File: src/rtl/rom_menu_pkg.sv
// Shared types and step arithmetic for the ROM menu controller.
// Optional BCD readout is enabled with ROM_MENU_BCD_EN (see rom_menu_ctrl).
package rom_menu_pkg;

  typedef enum logic [2:0] {IDLE, HOLD, REPEAT, LOAD, DRAIN} state_t;
  typedef enum logic [1:0] {STEP_P1, STEP_M1, STEP_P16, STEP_M16} step_t;

  localparam int unsigned DRAIN_CYCLES = 8;

  // 17-bit so s+16 and s+n-16 cannot overflow before the modulo correction
  function automatic logic [15:0] step_rom(input logic [15:0] s, input step_t code,
                                           input logic [15:0] n);
    logic [16:0] s17;
    logic [16:0] n17;
    logic [16:0] t;
    logic        fwd;
    logic        page;
    s17  = {1'b0, s};
    n17  = {1'b0, n};
    fwd  = (code == STEP_P1) || (code == STEP_P16);
    page = ((code == STEP_P16) || (code == STEP_M16)) && (n17 >= 17'd16);
    t    = s17;
    if (fwd) begin
      t = s17 + (page ? 17'd16 : 17'd1);
      if (t >= n17) t = t - n17;
    end else if (page) begin
      t = (s17 < 17'd16) ? (s17 + n17 - 17'd16) : (s17 - 17'd16);
    end else begin
      t = (s17 == 17'd0) ? (n17 - 17'd1) : (s17 - 17'd1);
    end
    return t[15:0];
  endfunction

endpackage

File: src/rtl/rom_menu_if.sv
// Key/status bundle between the menu front end and rom_menu_ctrl.
// BCD readout signals exist only when ROM_MENU_BCD_EN is defined.
interface rom_menu_if;
  logic        key_up;
  logic        key_down;
  logic        key_pgup;
  logic        key_pgdn;
  logic        key_enter;
  logic        sd_initialized;
  logic [15:0] currentROM;
  logic [15:0] selectedROM;
  logic        doLoadRom;
  logic        load_refused;
  logic        menu_busy;
`ifdef ROM_MENU_BCD_EN
  logic [19:0] bcd_digits;
  logic        bcd_valid;

  modport master (output key_up, key_down, key_pgup, key_pgdn, key_enter,
                  sd_initialized, currentROM,
                  input  selectedROM, doLoadRom, load_refused, menu_busy,
                  bcd_digits, bcd_valid);
  modport slave  (input  key_up, key_down, key_pgup, key_pgdn, key_enter,
                  sd_initialized, currentROM,
                  output selectedROM, doLoadRom, load_refused, menu_busy,
                  bcd_digits, bcd_valid);
`else
  modport master (output key_up, key_down, key_pgup, key_pgdn, key_enter,
                  sd_initialized, currentROM,
                  input  selectedROM, doLoadRom, load_refused, menu_busy);
  modport slave  (input  key_up, key_down, key_pgup, key_pgdn, key_enter,
                  sd_initialized, currentROM,
                  output selectedROM, doLoadRom, load_refused, menu_busy);
`endif
endinterface

File: src/rtl/rom_menu_bcd.sv
// Iterative double-dabble: 16 shift cycles per conversion, restarted whenever bin changes.
// Only instantiated when ROM_MENU_BCD_EN is defined.
module rom_menu_bcd (
  input  logic        clk,
  input  logic        rst_n,
  input  logic [15:0] bin,
  output logic [19:0] bcd,
  output logic        valid
);

  logic [15:0] last;
  logic [15:0] shreg;
  logic [19:0] acc;
  logic [19:0] acc_adj;
  logic [4:0]  cnt;

  always_comb begin
    acc_adj = acc;
    for (int i = 0; i < 5; i++) begin
      if (acc[4*i +: 4] >= 4'd5) acc_adj[4*i +: 4] = acc[4*i +: 4] + 4'd3;
    end
  end

  // last resets to an unreachable index so a conversion of 0 starts straight out of reset
  always_ff @(posedge clk or negedge rst_n) begin
    if (!rst_n) begin
      last  <= 16'hFFFF;
      shreg <= '0;
      acc   <= '0;
      cnt   <= '0;
      bcd   <= '0;
      valid <= 1'b0;
    end else if (bin != last) begin
      last  <= bin;
      shreg <= bin;
      acc   <= '0;
      cnt   <= 5'd16;
      valid <= 1'b0;
    end else if (cnt != 5'd0) begin
      acc   <= {acc_adj[18:0], shreg[15]};
      shreg <= {shreg[14:0], 1'b0};
      cnt   <= cnt - 5'd1;
      if (cnt == 5'd1) begin
        bcd   <= {acc_adj[18:0], shreg[15]};
        valid <= 1'b1;
      end
    end
  end

endmodule

File: src/rtl/rom_menu_ctrl.sv
// ROM menu cursor and load-request sequencer for the ROM loader.
// Define ROM_MENU_BCD_EN to add the bcd_digits/bcd_valid readout.
//
// state  | meaning
// IDLE   | waiting for a key press
// HOLD   | nav key held, waiting REPEAT_DELAY before autorepeat
// REPEAT | nav key held, stepping every REPEAT_RATE cycles
// LOAD   | doLoadRom asserted for LOAD_CYCLES cycles
// DRAIN  | cursor frozen while loader latches, then wait enter release
import rom_menu_pkg::*;

module rom_menu_ctrl #(
  parameter logic [15:0] NUM_ROMS     = 16'd256,
  parameter logic [15:0] LOAD_CYCLES  = 16'd64,
  parameter logic [23:0] REPEAT_DELAY = 24'd8000000,
  parameter logic [23:0] REPEAT_RATE  = 24'd2000000
) (
  input  logic       clk,
  input  logic       rst_n,
  rom_menu_if.slave  bus
);

  localparam logic [23:0] DELAY_TC = REPEAT_DELAY - 24'd1;
  localparam logic [23:0] RATE_TC  = REPEAT_RATE - 24'd1;
  localparam logic [23:0] LOAD_TC  = {8'd0, LOAD_CYCLES} - 24'd1;
  localparam logic [23:0] DRAIN_TC = 24'(DRAIN_CYCLES - 1);

  state_t      state, state_nx;
  logic [23:0] cnt, cnt_nx;
  logic [15:0] sel, sel_nx;
  logic        do_load, load_nx;
  logic        refused, refused_nx;
  logic        busy;
  logic [3:0]  held, held_nx;
  logic        repress, repress_nx;
  logic [4:0]  keys, keys_d, rise;
  logic [3:0]  nav;
  logic        nav_single;

  assign keys       = {bus.key_enter, bus.key_pgdn, bus.key_pgup, bus.key_down, bus.key_up};
  assign rise       = keys & ~keys_d;
  assign nav        = keys[3:0];
  assign nav_single = (nav != 4'd0) && ((nav & (nav - 4'd1)) == 4'd0);

  function automatic step_t key_code(input logic [3:0] k);
    if (k[0]) return STEP_P1;
    if (k[1]) return STEP_M1;
    if (k[2]) return STEP_P16;
    return STEP_M16;
  endfunction

  always_ff @(posedge clk or negedge rst_n) begin
    if (!rst_n) begin
      state   <= IDLE;
      cnt     <= '0;
      sel     <= '0;
      do_load <= 1'b0;
      refused <= 1'b0;
      busy    <= 1'b0;
      held    <= '0;
      repress <= 1'b0;
      keys_d  <= '0;
    end else begin
      state   <= state_nx;
      cnt     <= cnt_nx;
      sel     <= sel_nx;
      do_load <= load_nx;
      refused <= refused_nx;
      busy    <= (state_nx != IDLE);
      held    <= held_nx;
      repress <= repress_nx;
      keys_d  <= keys;
    end
  end

  always_comb begin
    state_nx   = state;
    cnt_nx     = cnt;
    sel_nx     = sel;
    load_nx    = do_load;
    refused_nx = 1'b0;
    held_nx    = held;
    repress_nx = repress;
    case (state)
      IDLE: begin
        cnt_nx = '0;
        if (rise[4]) begin
          repress_nx = 1'b0;
          if (bus.sd_initialized) begin
            state_nx = LOAD;
            load_nx  = 1'b1;
          end else begin
            refused_nx = 1'b1;
          end
        end else if (nav_single && (((rise[3:0] & nav) != 4'd0) || repress)) begin
          sel_nx     = step_rom(sel, key_code(nav), NUM_ROMS);
          held_nx    = nav;
          repress_nx = 1'b0;
          state_nx   = HOLD;
        end else if (nav == 4'd0) begin
          repress_nx = 1'b0;
        end
      end
      HOLD, REPEAT: begin
        if (nav == held) begin
          if (cnt == ((state == HOLD) ? DELAY_TC : RATE_TC)) begin
            sel_nx   = step_rom(sel, key_code(held), NUM_ROMS);
            cnt_nx   = '0;
            state_nx = REPEAT;
          end else begin
            cnt_nx = cnt + 24'd1;
          end
        end else begin
          // a newly pressed key has lost its edge by now; repress lets IDLE act on it
          state_nx   = IDLE;
          cnt_nx     = '0;
          repress_nx = ((nav & ~held) != 4'd0);
        end
      end
      LOAD: begin
        if (cnt == LOAD_TC) begin
          load_nx  = 1'b0;
          cnt_nx   = '0;
          state_nx = DRAIN;
        end else begin
          cnt_nx = cnt + 24'd1;
        end
      end
      DRAIN: begin
        if (cnt != DRAIN_TC) begin
          cnt_nx = cnt + 24'd1;
        end else if (!bus.key_enter) begin
          cnt_nx   = '0;
          state_nx = IDLE;
        end
      end
      default: state_nx = IDLE;
    endcase
  end

  assign bus.selectedROM  = sel;
  assign bus.doLoadRom    = do_load;
  assign bus.load_refused = refused;
  assign bus.menu_busy    = busy;

`ifdef ROM_MENU_BCD_EN
  rom_menu_bcd u_bcd (
    .clk   (clk),
    .rst_n (rst_n),
    .bin   (sel),
    .bcd   (bus.bcd_digits),
    .valid (bus.bcd_valid)
  );
`endif

endmodule

File: src/flat_wrapper.sv
// flat-port wrapper written by rule: the top's interface ports become plain ports
module rom_menu_ctrl_flat 
#(
  parameter logic [15:0] NUM_ROMS     = 16'd256,
  parameter logic [15:0] LOAD_CYCLES  = 16'd64,
  parameter logic [23:0] REPEAT_DELAY = 24'd8000000,
  parameter logic [23:0] REPEAT_RATE  = 24'd2000000
)
  (clk, rst_n, bus_key_up, bus_key_down, bus_key_pgup, bus_key_pgdn, bus_key_enter, bus_sd_initialized, bus_currentROM, bus_selectedROM, bus_doLoadRom, bus_load_refused, bus_menu_busy);
  rom_menu_if bus_i ();
  input  logic clk;
  input  logic rst_n;
  input wire logic [$bits(bus_i.key_up)-1:0] bus_key_up;
  input wire logic [$bits(bus_i.key_down)-1:0] bus_key_down;
  input wire logic [$bits(bus_i.key_pgup)-1:0] bus_key_pgup;
  input wire logic [$bits(bus_i.key_pgdn)-1:0] bus_key_pgdn;
  input wire logic [$bits(bus_i.key_enter)-1:0] bus_key_enter;
  input wire logic [$bits(bus_i.sd_initialized)-1:0] bus_sd_initialized;
  input wire logic [$bits(bus_i.currentROM)-1:0] bus_currentROM;
  output wire logic [$bits(bus_i.selectedROM)-1:0] bus_selectedROM;
  output wire logic [$bits(bus_i.doLoadRom)-1:0] bus_doLoadRom;
  output wire logic [$bits(bus_i.load_refused)-1:0] bus_load_refused;
  output wire logic [$bits(bus_i.menu_busy)-1:0] bus_menu_busy;
  assign bus_i.key_up = bus_key_up;
  assign bus_i.key_down = bus_key_down;
  assign bus_i.key_pgup = bus_key_pgup;
  assign bus_i.key_pgdn = bus_key_pgdn;
  assign bus_i.key_enter = bus_key_enter;
  assign bus_i.sd_initialized = bus_sd_initialized;
  assign bus_i.currentROM = bus_currentROM;
  assign bus_selectedROM = bus_i.selectedROM;
  assign bus_doLoadRom = bus_i.doLoadRom;
  assign bus_load_refused = bus_i.load_refused;
  assign bus_menu_busy = bus_i.menu_busy;
  rom_menu_ctrl #(.NUM_ROMS(NUM_ROMS), .LOAD_CYCLES(LOAD_CYCLES), .REPEAT_DELAY(REPEAT_DELAY), .REPEAT_RATE(REPEAT_RATE)) u_core (.clk(clk), .rst_n(rst_n), .bus(bus_i));
endmodule
File: config.mk
export PLATFORM = sky130hd
export DESIGN_NAME = rom_menu_ctrl_flat
export DESIGN_NICKNAME = d
export VERILOG_FILES = /design/src/rtl/rom_menu_pkg.sv /design/src/rtl/rom_menu_if.sv /design/src/rtl/rom_menu_bcd.sv /design/src/rtl/rom_menu_ctrl.sv /design/src/flat_wrapper.sv
export SDC_FILE = /design/constraint.sdc
export NUM_CORES = 1
export LEC_CHECK = 0
export BUFFER_PORTS_ARGS = -buffer_cell sky130_fd_sc_hd__buf_2
export CORE_MARGIN = 3
export CORE_UTILIZATION = 50
export DETAILED_ROUTE_END_ITERATION = 7
export MAX_ROUTING_LAYER = met4
export PLACE_DENSITY = 0.82
export SLEW_MARGIN = 20
export SYNTH_ARGS = -nofsm -noshare
export SYNTH_HDL_FRONTEND = slang
export SYNTH_SLANG_ARGS = --single-unit
File: constraint.sdc
create_clock -name clk -period 3 [get_ports clk]
set_input_delay 0.6 -clock clk [delete_from_list [all_inputs] [get_ports clk]]
set_output_delay 0.6 -clock clk [all_outputs]
set_load 0.01 [all_outputs]
Word-level counts from Yosys, hierarchy flattened. Cells that the tools add are included.

Flip-flop bits (word level): 56. Latch bits: 0. Bits in writable memories: 0. ROM bits: 0. Output and inout port bits: 19. Memories: 0.

$add $sub $neg: 10. $mul: 0. Div/mod/pow operators: 0. Order comparisons: 3. Equality and inequality tests: 22. Shift operators: 0. Muxes and demuxes: 91. Bitwise operators: 7. Reductions and logical operators: 26.

Operators by type and width (number): 2-to-1 mux 16 bit (12); 2-to-1 mux 24 bit (5); one-hot mux 24 bit (4 select lines) (1); 2-to-1 mux 1 bit (40); 2-to-1 mux 2 bit (18); adder 16 x 5 -> 17 bit (2); >= comparator 17 x 9 -> 1 bit (second input constant) (2); one-hot mux 16 bit (2 select lines) (1); subtractor 16 x 5 -> 16 bit (second input constant) (2); subtractor 16 x 9 -> 16 bit (second input constant) (2); adder 24 x 1 -> 24 bit (second input constant) (1); == test 24 bit (1); == test 24 x 6 -> 1 bit (second input constant) (1); 2-to-1 mux 3 bit (8); inequality test 24 x 3 -> 1 bit (second input constant) (1); 2-to-1 mux 23 bit (1); adder 16 x 9 -> 16 bit (second input constant) (1); logical NOT 16 bit (1); < comparator 16 x 5 -> 1 bit (second input constant) (1); nonzero test 4 bit (4); subtractor 16 x 1 -> 16 bit (second input constant) (1); AND 4 bit (3); one-hot mux 3 bit (4 select lines) (1); 2-to-1 mux 5 bit (2); other kinds (27) (47).

Logic depth before layout (Yosys ltp). Gate-level depths: netlist (run 1).

Depth after elaboration: 34. Gate-level depth with buffers: 11. Mapped depth without buffers: 9.

Worst setup path before layout (run 1). OpenSTA, ideal clock, no wires.

Path kind: input-to-reg. From: input bus_key_down. To: register u_core.sel[14], in the netlist u_core.bus.selectedROM[14]. Library setup time: 0.126 ns. Arrival: 3.016 ns. Slack: -0.142 ns. Cell stages on the path: 10. Buffers on the path: 1. Cells stage by stage: buf_2 -> nor2_1 -> ha_1 -> and4_1 -> a21oi_4 -> o211ai_2 -> a2111oi_2 -> and2b_1 -> o211ai_1 -> a221o_1.

Word-level cells in the longest chain between the ends: 20. Elaborated cells on any way between the ends: 42.

Ends and longest elaborated chain: from (decl) (line flat_wrapper.sv:14) `input wire logic [$bits(bus_i.key_down)-1:0] bus_key_down;`; 2-to-1 mux 1 bit (2 in series) (line rom_menu_ctrl.sv:47) `if (k[1]) return STEP_M1;`; 2-to-1 mux 1 bit (line rom_menu_ctrl.sv:95) `end else if (nav_single && (((rise[3:0] & nav) != 4'd0) || repress)) begin`; 2-to-1 mux 1 bit (line rom_menu_ctrl.sv:87) `if (rise[4]) begin`; 2-to-1 mux 1 bit (line rom_menu_ctrl.sv:84) `case (state)`; 2-to-1 mux 2 bit (line rom_menu_ctrl.sv:48) `if (k[2]) return STEP_P16;`; 2-to-1 mux 2 bit (line rom_menu_ctrl.sv:47); 2-to-1 mux 2 bit (line rom_menu_ctrl.sv:95); 2-to-1 mux 2 bit (line rom_menu_ctrl.sv:87); [3 not listed]; 2-to-1 mux 5 bit (line rom_menu_pkg.sv:24) `t = s17 + (page ? 17'd16 : 17'd1);`; adder 16 x 5 -> 17 bit (line rom_menu_pkg.sv:24); subtractor 16 x 9 -> 16 bit or >= comparator 17 x 9 -> 1 bit (tied branches) (line rom_menu_pkg.sv:25) `if (t >= n17) t = t - n17;`; 2-to-1 mux 16 bit (line rom_menu_pkg.sv:25); 2-to-1 mux 16 bit (line rom_menu_pkg.sv:23) `if (fwd) begin`; 2-to-1 mux 16 bit (line rom_menu_ctrl.sv:95); 2-to-1 mux 16 bit (line rom_menu_ctrl.sv:87); one-hot mux 16 bit (2 select lines) (line rom_menu_ctrl.sv:84); to (signal assigned) (line rom_menu_ctrl.sv:66) `sel <= sel_nx;`; to (decl) (line rom_menu_ctrl.sv:30) `logic [15:0] sel, sel_nx;`.

Parallel ways exist; a longest one is shown, timed or not. The select of a mux whose other input is x is not followed. A chain may end at the register's enable or synchronous reset.

Final worst setup path (run 1).
From: register u_core.sel[4], in the netlist u_core.bus.selectedROM[4]. To: register u_core.sel[10], in the netlist u_core.bus.selectedROM[10].

Word-level cells in the longest chain between the ends: 8. Elaborated cells on any way between the ends: 25.

Ends and longest elaborated chain: adder 16 x 9 -> 16 bit (line rom_menu_pkg.sv:27) `t = (s17 < 17'd16) ? (s17 + n17 - 17'd16) : (s17 - 17'd16);`; subtractor 16 x 5 -> 16 bit (line rom_menu_pkg.sv:27); 2-to-1 mux 16 bit (line rom_menu_pkg.sv:27); 2-to-1 mux 16 bit (line rom_menu_pkg.sv:26) `end else if (page) begin`; 2-to-1 mux 16 bit (line rom_menu_pkg.sv:23); 2-to-1 mux 16 bit (on tied branches) (line rom_menu_ctrl.sv:106, rom_menu_ctrl.sv:95); 2-to-1 mux 16 bit (on tied branches) (line rom_menu_ctrl.sv:105, rom_menu_ctrl.sv:87); one-hot mux 16 bit (2 select lines) (*) (line rom_menu_ctrl.sv:84).

Every way passes the cells marked *; elsewhere a longest branch is shown, timed or not. The select of a mux whose other input is x is not followed.

==> flow_summary.toml, run 1 <==
[outcome]
outcome = "finished clean"

[timing]
min_period_ns = 2.89
timing.hold.ws_ns = 0.383
worstMarginPinSlew_ns = 0.799
hold_viol = 0
finalSetupViolCount = 0
slew_headroom_pct = 46.3
fmax_mhz = 346
finClkSkew_ns = 0.0154
drv_slew = 0
min_period_over_period_pct = 96.3
rsz0062_at_grt = "false"

[grt]
track_usage_pct = 30.3
antenna_found_initial = 0
grt_pass1_vias = 6061
overflow = 0
grt_max_degree = 57
grt_pass1_wl_mm = 30.5

[power_and_ir_drop]
p_leak_nw = 2.60
ir_drop_mv = 0.625
power.density_nw_per_um2 = 835
p_total_w = 0.00545

[detailed_routing]
wl_mm = 18.8
drc_errors = 0
drt_iter0_drc = 726
via_count = 6378
viasPerCell = 6.85
drtPass1Iterations = 6
wl_per_cell_um = 20.2
ant_nets = 0

[cells_and_area]
area_growth_pct = 17.1
antenna_cells = 0
drive_gt1_share_pct = 21.9
utilization_pct = 61.6
fin_nets = 830
postLayoutCellArea_um2 = 6540

[placed_design]
gp_congestion = 1.05
placed_cell_area_um2 = 6390
portBuffers = 26
hpwl_mm = 14.0

[synth]
async_reset_ff_share_pct = 100
yosys.area.top_type = "dfrtp_1"
ys_ff_latch = 56
synth_cells = 725
yosys_warnings = 0
ys_seq_area_share_pct = 25.1
synth_nets = 761
yosysUniqueCellTypes = 85
syn_area_per_cell_um2 = 7.70
synth.top_cell.area_share_pct = 25.1
synth-edff-count = 0
synth.cell_area_um2 = 5580
synth_area_leaders = "dfrtp_1, o21ai_0, nand2_1"
ys.flop_type = "dfrtp_1"

[worst_setup_path]
startpoint_type = "flop"
cp.required_ns = 3.25
cp-end-kind = "flop"
rrSetupSlack_ns = 0.11
critPathMaxFanout = 8
startpoint = "u_core.bus.selectedROM[4]"
cp.arrival_ns = 3.14
reg2regPathDepth = 8
r2r-start = "u_core.bus.selectedROM[4]"
r2r-end = "u_core.bus.selectedROM[10]"
path_class = "reg -> reg"

[clocking]
path_clk_slew_ns = 0.12
cts_tree = "yes"
root_buffer = "clkbuf_8"
cts_inserted_buffers = 5
clkLatencyLatePin_ns = 0.32
htreeDepth = 2
clk_path_buf_depth = 2
cts_sinks = 56

[floorplanning]
rows = 37
core_area_um2 = 10600
ios = 43
die_w_um = 112
initial_core_util_pct = 52.6
die-area_um2 = 12500
die_h_um = 112

[run]
maxCapViolCount = 0

[min_path]
min_path_type = "in -> async"
## worst max-delay path: stages, from the launching register on
cell and delay [ns]:
dfrtp_1 0.52, ha_1 0.42, and4_1 0.31, a2111o_1 0.48, o211a_1 0.18, nor3_4 0.16
a21oi_2 0.09, or4_1 0.48, a22oi_1 0.17
## placed cells by master (no fill, tap or decap), drive strengths merged, types with 8 or more instances in the layout
cell,netlist,layout
o31ai,17,17
and3,11,11
nor2,54,54
o21ai,56,56
or3,14,14
nor4,21,21
nand2,71,71
xor2,11,11
nand3,48,48
a21oi,39,39
inv,19,19
a31oi,9,9
xnor2,27,27
dfrtp,56,56
nor3,16,16
nand2b,11,11
o211ai,13,13
and4,8,8
ha,12,12
nand4,17,17
a221oi,10,10
buf,27,118
## synthesized netlist by cell type, types with 17 or more instances
master / count
dfrtp_1: 56
nor4_1: 17
nand3_1: 47
nand2_1: 71
nand4_1: 17
a21oi_1: 36
o21ai_0: 56
nor2_1: 53
xnor2_1: 27
buf_2: 21
inv_1: 19
clkbuf_1: 29
o31ai_1: 17
## power by group
part	internal [W]	switching, W	leakage (nW)
combinational	0.00155	0.00228	1.83
sequential	0.000906	0.000278	0.728
clock	0.000167	0.000276	0.0414
total	0.00262	0.00283	2.60
## kinds of logic (layout without fill, tap and decap cells)
group	count (synthesis)	after routing	synth area share, %
mux	6	6	1.17
xor+xnor	38	38	5.96
fa+ha+maj	13	13	2.87
compound gates	232	232	29.8
simple gates	305	305	29.3
buf+inv	75	145	5.78
flops	56	56	25.1
## worst max path at each step
stage | cells past startpoint | slack (ns) | to
after global routing | 11 | 0.003 | u_core.bus.selectedROM[13]
after CTS | 8 | 0.04 | u_core.bus.selectedROM[15]
after global placement | 11 | -0.09 | u_core.bus.selectedROM[8]
after floorplan | 10 | 0.02 | u_core.bus.selectedROM[14]
after detailed placement | 11 | -0.14 | u_core.bus.selectedROM[8]
final | 8 | 0.11 | u_core.bus.selectedROM[10]
## area by class of cell
type,instances,area [um^2]
Timing Repair Buffer,118,846
Clock inverter,2,16.3
Inverter,19,71.3
Tap cell,136,170
Clock buffer,6,72.6
Fill cell,934,4070
Multi-Input combinational cell,594,3960
Sequential cell,56,1400
## repair_timing
| item | 4_1_cts | 5_1_grt |
|---|---|---|
| endpoints found under the setup margin | 0 | 6 |
| gates resized for setup | 0 | 8 |
| buffers inserted | 0 | 2 |
| hold buffers | 0 | 0 |
## per-stage QoR
step	cells	setup TNS, ns	setup WS, ns
after CTS	929	0	0.0370
after global placement	921	-0.184	-0.0882
after detailed placement	921	-0.526	-0.141
after floorplan	725	0	0.0201
final	931	0	0.112
after global routing	931	0	0.00344
## metal layers
metal	vias up	wire (um)	GRT usage, %
li1	2903	-	-
met3	73	1820	5.27
met4	0	670	11.7
met2	379	8850	48.9
met1	3023	7500	37.9
met5	-	0	-
## state kept, by name, summed over array words and instances, names as in the netlist
name,cells
u_core.bus.load_refused,1
u_core.held,4
u_core.keys_d,5
u_core.bus.menu_busy,1
u_core.bus.doLoadRom,1
u_core.repress,1
u_core.bus.selectedROM,16
u_core.state,3
u_core.cnt,24
(Power assumes the default switching activity.)
==> run 2: changes to the inputs <==
CAP_MARGIN = 20   (was not set)
CORE_ASPECT_RATIO = 0.9   (was not set)
RECOVER_POWER = 100   (was not set)
==> run 2 against run 1 <==
- the flow now finishes with violations (capacitance limit, slew limit)
- die area is essentially flat
- non-clock buffer count grew 6
- flip-flop and latch count unchanged
- sequential power up 4%
- sequential share of layout area decreased by 0.24 points
- clock skew decreased by 0.0019 ns
==> flow_summary.toml, run 2 (synthesized netlist as in run 1, its figures left out) <==
[grt]
overflow = 0
grt_max_degree = 42
grt_pass1_vias = 5937
antenna_found_initial = 1
grt_pass1_wl_mm = 30.8
track_usage_pct = 31.1

[placed_design]
dp_slack_ns = -0.182
gp_congestion = 1.05
dp.cells = 940
hpwl_mm = 14.4
portBuffers = 26
placed_cell_area_um2 = 6470

[worst_setup_path]
reg2regPathDepth = 10
crit_buf_inv = 2
path_class = "reg -> reg"
r2r-end = "u_core.bus.selectedROM[8]"
crit_chain = "ha_4 -> and4_2 -> a21oi_4 -> buf_4 -> or3_1 -> nand3_1 -> and2b_2 -> buf_12 -> a211oi_1 -> o32a_1"
critPathMaxFanout = 6
cp.required_ns = 3.24
r2r-start = "u_core.bus.selectedROM[4]"
slowest_stage = "dfrtp_1"
cp_top_family = "simple AND/OR/NAND/NOR gates"
critPathMaxStageDelay_ns = 0.52
startpoint_type = "flop"
cp-end-kind = "flop"
rrSetupSlack_ns = 0.09
cp.arrival_ns = 3.15

[timing]
fin_ws_ns = 0.0936
timing.setup.tns_ns = 0
timing.hold.ws_ns = 0.453
min_period_over_period_pct = 96.9
fmax_mhz = 344
finClkSkew_ns = 0.0135
rsz0062_at_grt = "false"
slew_headroom_pct = -57.5
min_period_ns = 2.91
drv_slew = 42
hold_viol = 0
finalSetupViolCount = 0
worstMarginPinSlew_ns = 2.36

[detailed_routing]
wl_mm = 19.2
drc_errors = 0
ant_nets = 0
wl_per_cell_um = 20.3
drt_iter0_drc = 914
drtPass1Iterations = 6
viasPerCell = 6.85
via_count = 6512

[run]
maxCapViolCount = 1

[min_path]
min_path_cells = 1
min_path_type = "in -> reg"
hold_end = "u_core.keys_d[4]"
min_from = "bus_key_enter"

[clocking]
cts_sinks = 56
clk_path_buf_depth = 2
htreeDepth = 2
path_clk_slew_ns = 0.08
cts_tree = "yes"
cts_inserted_buffers = 5
root_buffer = "clkbuf_16"
clkLatencyLatePin_ns = 0.31

[floorplanning]
ios = 43
initial_core_util_pct = 52.9
core_area_um2 = 10600
die_w_um = 117
rows = 35
die_h_um = 106
die-area_um2 = 12500

[cells_and_area]
most-common-layout-cells = "buf_4, nand2_1, o21ai_0"
postLayoutCellArea_um2 = 6620
final_common_cell = "buf_4"
area_growth_pct = 18.5
largest_register_ff_count = 24
fin_nets = 836
drive_gt1_share_pct = 19.2
top_register = "u_core.cnt"
stdcell_count = 950

[power_and_ir_drop]
p_leak_nw = 2.58
ir_drop_mv = 0.354
power.density_nw_per_um2 = 864

[outcome]
outcome = "finished, violations left"
violations = "capacitance limit, slew limit"
## run 2: final cells by class
class | count | area, um^2
multi-input cells | 594 | 3970
diodes | 1 | 2.50
repair buffers | 124 | 841
inverters | 19 | 71.3
well taps | 148 | 185
fillers | 920 | 3940
clock inverters | 3 | 22.5
clock buffers | 5 | 125
flip-flops and latches | 56 | 1400
## run 2: per-stage QoR
step                util [%]  power [W]
finish                  62.7    0.00572
global route            62.7    0.00607
CTS                     62.7    0.00554
detailed placement      61.3    0.00490
global placement        61.3    0.00479
floorplan                  -    0.00353
## run 2: repair_timing
item | in CTS | in global routing
resized for setup | 0 | 12
endpoints found under the setup margin | 0 | 8
hold buffers | 0 | 0
buffers inserted | 0 | 1
hold endpoints to repair | 0 | 0
## run 2: worst max path at each step
| stage | from | end | slack (ns) | depth (start not counted) |
|---|---|---|---|---|
| 2_1_floorplan | bus_key_down | u_core.bus.selectedROM[14] | 0.02 | 10 |
| 3_3_place_gp | bus_key_down | u_core.bus.selectedROM[14] | -0.08 | 11 |
| 3_5_place_dp | bus_key_down | u_core.bus.selectedROM[8] | -0.18 | 12 |
| 4_1_cts | u_core.held[0] | u_core.bus.selectedROM[10] | 0.06 | 9 |
| 5_1_grt | u_core.bus.selectedROM[4] | u_core.bus.selectedROM[8] | 0.009 | 10 |
| 6_report | u_core.bus.selectedROM[4] | u_core.bus.selectedROM[8] | 0.09 | 10 |
## run 2: where the power goes
group | switching (W) | leakage [nW] | internal, W | total [W]
sequential | 0.000328 | 0.728 | 0.000907 | 0.00123
clock | 0.000307 | 0.0742 | 0.000314 | 0.000622
combinational | 0.00229 | 1.78 | 0.00157 | 0.00386
total | 0.00292 | 2.58 | 0.00279 | 0.00572
## run 2: routing by layer
layer  up-vias  wire length [um]  track usage (%)
met3        67              2140             5.64
met5         -                 0                -
met1      3089              8250             43.3
li1       2923                 -                -
met2       433              8320             47.0
met4         0               539             8.21
